[src/rtl/square_move_if.sv]
// Move-word stream between the collector and the move list / search logic.
// The collector drives the master side; the consumer drives move_ready.
interface square_move_if #(
   parameter int WORD_W = 32,
   parameter int IDX_W  = 4
);
   logic [WORD_W-1:0] move_out;
   logic              move_valid;
   logic              move_ready;
   logic [IDX_W-1:0]  move_idx;

   modport master (
      output move_out,
      output move_valid,
      output move_idx,
      input  move_ready
   );

   modport slave (
      input  move_out,
      input  move_valid,
      input  move_idx,
      output move_ready
   );
endinterface

[src/rtl/square_move_collector.sv]
// Snapshots one square's 16 move words on start and streams them out one per beat.
// Define MOVE_COLLECTOR_ZERO_SKIP_EN to drop EMPTY_MOVE (all-zero) words from the stream.
module square_move_collector #(
   parameter int NUM_WORDS = 16,
   parameter int WORD_W    = 32,
   parameter int IDX_W     = 4,
   parameter int CNT_W     = 5
) (
   input  logic                        clk,
   input  logic                        clear_n,
   input  logic                        enable,
   input  logic                        start,
   input  logic [NUM_WORDS*WORD_W-1:0] moves_in,
   square_move_if.master               mv,
   output logic [CNT_W-1:0]            move_count,
   output logic                        busy,
   output logic                        done
);

   localparam logic [1:0] ST_IDLE = 2'd0;
   localparam logic [1:0] ST_SCAN = 2'd1;
   localparam logic [1:0] ST_WAIT = 2'd2;
   localparam logic [1:0] ST_DONE = 2'd3;

   logic [1:0]        state_reg;
   logic [IDX_W-1:0]  idx_reg;
   logic [WORD_W-1:0] move_out_reg;
   logic              move_valid_reg;
   logic [IDX_W-1:0]  move_idx_reg;
   logic [CNT_W-1:0]  count_reg;
   logic [WORD_W-1:0] snap_reg [NUM_WORDS];
   logic [WORD_W-1:0] word_in  [NUM_WORDS];
   logic [WORD_W-1:0] cur_word;
   logic              emit;
   logic              last_idx;

   generate
      for (genvar gi = 0; gi < NUM_WORDS; gi++) begin : g_unpack
         assign word_in[gi] = moves_in[gi*WORD_W +: WORD_W];
      end
   endgenerate

   assign cur_word = snap_reg[idx_reg];
   assign last_idx = (idx_reg == IDX_W'(NUM_WORDS - 1));

`ifdef MOVE_COLLECTOR_ZERO_SKIP_EN
   assign emit = (cur_word != '0);
`else
   assign emit = 1'b1;
`endif

   // Snapshot is only loaded on an accepted start, so later moves_in changes are invisible.
   always_ff @(posedge clk) begin
      if (!clear_n) begin
         for (int i = 0; i < NUM_WORDS; i++) snap_reg[i] <= '0;
      end else if (enable && state_reg == ST_IDLE && start) begin
         for (int i = 0; i < NUM_WORDS; i++) snap_reg[i] <= word_in[i];
      end
   end

   always_ff @(posedge clk) begin
      if (!clear_n) begin
         state_reg      <= ST_IDLE;
         idx_reg        <= '0;
         move_out_reg   <= '0;
         move_valid_reg <= 1'b0;
         move_idx_reg   <= '0;
         count_reg      <= '0;
      end else if (enable) begin
         case (state_reg)
            ST_IDLE: begin
               if (start) begin
                  idx_reg   <= '0;
                  count_reg <= '0;
                  state_reg <= ST_SCAN;
               end
            end
            ST_SCAN: begin
               if (emit) begin
                  move_out_reg   <= cur_word;
                  move_idx_reg   <= idx_reg;
                  move_valid_reg <= 1'b1;
                  state_reg      <= ST_WAIT;
               end else if (last_idx) begin
                  state_reg <= ST_DONE;
               end else begin
                  idx_reg <= idx_reg + 1'b1;
               end
            end
            ST_WAIT: begin
               if (mv.move_ready) begin
                  move_valid_reg <= 1'b0;
                  count_reg      <= count_reg + 1'b1;
                  if (last_idx) begin
                     state_reg <= ST_DONE;
                  end else begin
                     idx_reg   <= idx_reg + 1'b1;
                     state_reg <= ST_SCAN;
                  end
               end
            end
            default: state_reg <= ST_IDLE;
         endcase
      end
   end

   assign mv.move_out   = move_out_reg;
   assign mv.move_valid = move_valid_reg;
   assign mv.move_idx   = move_idx_reg;
   assign move_count    = count_reg;
   assign busy          = (state_reg != ST_IDLE);
   assign done          = (state_reg == ST_DONE);

endmodule

[src/flat_wrapper.sv]
// flat-port wrapper written by rule: the top's interface ports become plain ports
module square_move_collector_flat 
#(
   parameter int NUM_WORDS = 16,
   parameter int WORD_W    = 32,
   parameter int IDX_W     = 4,
   parameter int CNT_W     = 5
)
  (clk, clear_n, enable, start, moves_in, move_count, busy, done, mv_move_out, mv_move_valid, mv_move_idx, mv_move_ready);
  square_move_if #(.WORD_W(WORD_W), .IDX_W(IDX_W)) mv_i ();
  input  logic clk;
  input  logic clear_n;
  input  logic enable;
  input  logic start;
  input  logic [NUM_WORDS*WORD_W-1:0] moves_in;
  output logic [CNT_W-1:0] move_count;
  output logic busy;
  output logic done;
  output wire logic [$bits(mv_i.move_out)-1:0] mv_move_out;
  output wire logic [$bits(mv_i.move_valid)-1:0] mv_move_valid;
  output wire logic [$bits(mv_i.move_idx)-1:0] mv_move_idx;
  input wire logic [$bits(mv_i.move_ready)-1:0] mv_move_ready;
  assign mv_move_out = mv_i.move_out;
  assign mv_move_valid = mv_i.move_valid;
  assign mv_move_idx = mv_i.move_idx;
  assign mv_i.move_ready = mv_move_ready;
  square_move_collector #(.NUM_WORDS(NUM_WORDS), .WORD_W(WORD_W), .IDX_W(IDX_W), .CNT_W(CNT_W)) u_core (.clk(clk), .clear_n(clear_n), .enable(enable), .start(start), .moves_in(moves_in), .mv(mv_i), .move_count(move_count), .busy(busy), .done(done));
endmodule
[config.mk]
export PLATFORM = sky130hd
export DESIGN_NAME = square_move_collector_flat
export DESIGN_NICKNAME = d
export VERILOG_FILES = /design/src/rtl/square_move_if.sv /design/src/rtl/square_move_collector.sv /design/src/flat_wrapper.sv
export SDC_FILE = /design/constraint.sdc
export NUM_CORES = 1
export LEC_CHECK = 0
export CAP_MARGIN = 20
export CELL_PAD_IN_SITES_DETAIL_PLACEMENT = 1
export CELL_PAD_IN_SITES_GLOBAL_PLACEMENT = 1
export CORE_MARGIN = 5
export CORE_UTILIZATION = 42
export CTS_CLUSTER_SIZE = 14
export DETAILED_ROUTE_END_ITERATION = 12
export PLACE_DENSITY = 0.89
export SYNTH_ARGS = -nofsm -noshare
export SYNTH_HDL_FRONTEND = slang
export SYNTH_SLANG_ARGS = --single-unit
[constraint.sdc]
create_clock -name clk -period 22.2 [get_ports clk]
set_input_delay 5.55 -clock clk [delete_from_list [all_inputs] [get_ports clk]]
set_output_delay 5.55 -clock clk [all_outputs]
set_load 0.02 [all_outputs]
==> metrics.md <==
| Metric | Value |
|---|---|
| Post-synth EDFFs | `around 510` |
| Placed cells | `2746` |
| Share of cells above drive strength 1 | `a little under an eighth` |
| Area added between synthesis and finish | `33.22%` |
| Clock share of power | `39.3%` |
| Clock Skews | `0.02275 ns` |
| Worst slew pin tran | `~1.2 ns` |
| Status | `complete, no violations` |
| Starting Density | `42.38%` |
| Die area | `between 60000 and 70000 sq um` |
| Yosys Warn Count | `0` |
| Hpwl dp | `around 54000 microns` |
| Min Tclk post-route | `10.18 ns` |
| Global-route wire length before repair | `109400 microns` |
| Placed cell areas | `between 30000 and 40000 sq um` |
| Port bufs | `560` |
| Fin cells | `2872` |
| CP startpoint kind | `primary input` |
| Mean routed wirelength per cell | `between 20 and 30 microns` |
| CTS HTree Levels | `2` |
| Routed Antenna Nets | `0` |
| Clk_lat worst skew | `roughly 0.60 ns` |
| Hold Worst Slack | `about 0.47 ns` |
| Post-Syn Area | `roughly 24000 sq um` |
| I/O pin cnt | `561` |
| Clock root cell | `clkbuf_16` |
| Combinational fraction of design power | `9.3%` |
| Library cells used by synthesis | `35` |
| Max frequency | `between 0.09 and 0.1 GHz` |
| Async SR Flop Fraction | `0%` |
| Max FFs per register | `~510` |
| Gate Count Post-Synth | `around 1500` |
| Top-count cell post-synth | `and2_1` |
| CTS tree | `built` |
| Cts bufs inserted | `60` |
| Seq/Total Area, Yosys | `66.82%` |
| Max-slew violation count | `0` |
| Vias in the first global route | `16984` |
| Avg Cell Area, Syn | `~16 sq um` |
| CTS clk-pin slew, worst paths | `roughly 0.060 ns` |
| Top cells by count, synth | `517 x and2_1, 512 x edfxtp_1, 126 x mux4_2` |
| Routability cong. | `just over 0.8` |
| RSZ-0062 raised after global routing | `no` |
| Cts hold-fix bufs | `0` |
| Total gr overflow | `0` |
| Max clock buf depth | `3` |
| Final instance area | `approximately 33000 sq um` |
| Initial antenna violation count | `14` |
| Worst IR Drop VDD | `a little over 0.08 mV` |
| Hold Path Class | `flip-flop to flip-flop` |
| Synth top area share | `62.89%` |
| Max-cap violation count | `0` |
| Endpoint class of the critical path | `flip-flop` |
| Rel. slew slack | `between 20% and 30%` |
| Core region area | `57700 sq um` |
| Leading area contributor after synthesis | `edfxtp_1` |
| Finish-stage setup viols | `0` |
| Internal power | `approximately 1.9 mW` |
| Flop pwr share | `between 50% and 60%` |
| LEAKAGE | `between 10 and 15 nW` |
| Vias per cell | `roughly 5.2` |
| Final wirelength | `around 76000 microns` |
| Syn Nets | `2033` |
| TritonRoute pass-1 iters | `5` |
| Vias | `roughly 15000` |
| Worst Path Max Fanout | `slightly below 80` |
| Crit share post-route | `between 40% and 50%` |
| Seq cells post-synth | `560` |
| Worst hold stages | `2` |
| Die Span X | `251.3 microns` |
| Global-route usage over all layers | `between 20% and 30%` |
| Post_cts resized | `0` |
| Post-CTS Setup Repair Bufs | `0` |
| Required @ worst endpoint | `around 22 ns` |
| Largest net degree at the start of global routing | `around 200` |
| Switching Fraction | `between 20 and 25%` |
| Reg2Reg Setup Slack | `around 17 ns` |
| Sw Pwr | `~530 uW` |
| Nets | `about 2600` |
| Reg2Reg Depth | `7` |
| Starting DRT DRC Count | `1000` |
| Main synth FF type | `edfxtp_1` |
| DIE HEIGHT | `251.3 microns` |
| Final Hold Fails | `0` |
| Placement Rows | `between 80 and 90` |
| Synth area leaders | `edfxtp_1 63%, and2_1 13%, mux4_2 12%` |
| CTS sink count | `560` |
| Setup TNS | `0 ns` |
| Worst Setup Path Type | `primary input to flip-flop` |
| Remaining DRCs | `0` |
| Worst Path Arrival | `roughly 10 ns` |
| Power Dens Cells | `75.11 nW/um^2` |
-- placed cells by master (no fill, tap or decap), drive strengths merged, types with 2 or more instances in the layout --
cell and count:
mux4 126, nand4 3, dfxtp 48, clkinv 17, a21oi 7, nor2b 4
nand3 7, nand2 35, nor2 15, buf 18, mux2 2, and2 517
o221ai 31, o21ai 4, xor2 3, ha 2, diode 13, edfxtp 512
clkbuf 89, inv 8, mux2i 69, or3 2, bufinv 2, clkdlybuf4s50 559
-- critical path: stages --
cell	delay [ns]
clkdlybuf4s50_1	0.62
nand3_1	0.24
nand2_4	0.65
buf_4	0.69
buf_4	0.81
buf_4	0.88
buf_4	0.78
-- cells by family (layout without fill, tap and decap cells) --
| logic type | Yosys count | after routing | synth area share [%] |
|---|---|---|---|
| AO/OA/AOI/OAI | 50 | 50 | 1.612 |
| adder cells (fa/ha/maj) | 2 | 2 | 0.1023 |
| buffers and inverters | 114 | 694 | 2.308 |
| multiplexers | 197 | 197 | 14.52 |
| other | 0 | 13 | 0 |
| XOR/XNOR | 4 | 4 | 0.1433 |
| AND/OR/NAND/NOR | 587 | 587 | 14.49 |
| flip-flops | 560 | 560 | 66.82 |
-- power by group through the flow --
stage                     registers (mW)  logic, mW  clock network, mW
after floorplan                     1.30     0.0917                  0
after global placement              1.27      0.221                  0
after detailed placement            1.28      0.229                  0
after CTS                           1.26      0.231              0.980
after global routing                1.26      0.241               1.03
final                               1.26      0.227              0.960
-- layout make-up --
class	count	area, sq um
multi-input combinational	840	7576
clock buffer	89	1702
tap	765	957.2
clock inverter	23	173.9
fill	5450	25130
antenna	13	32.53
sequential	560	16350
inverter	5	18.77
timing repair buffer	577	5763
-- metal layers --
metal  track usage, %  routed length [microns]
met1            25.70                    26570
met2            43.73                    42090
met5                0                       11
met3            4.573                     4504
met4            9.340                     2757
-- final timing paths --
check                                 startpoint                                   to
min          u_core.mv.move_out[13]$_SDFFE_PN0P_  u_core.mv.move_out[13]$_SDFFE_PN0P_
max                                       enable  u_core.snap_reg[5][7]$_SDFFCE_PN0P_
min reg2reg  u_core.mv.move_out[13]$_SDFFE_PN0P_  u_core.mv.move_out[13]$_SDFFE_PN0P_
max reg2reg     u_core.state_reg[0]$_SDFFE_PN0P_  u_core.snap_reg[5][7]$_SDFFCE_PN0P_
-- metrics by stage --
stage	power [mW]	util [%]	setup WS (ns)
2_1_floorplan	1.392	-	4.150
3_3_place_gp	1.491	53.10	11.70
3_5_place_dp	1.509	53.10	11.35
4_1_cts	2.470	56.35	12.02
5_1_grt	2.530	56.45	11.70
6_report	2.446	56.45	12.02
(Power assumes the default switching activity.)
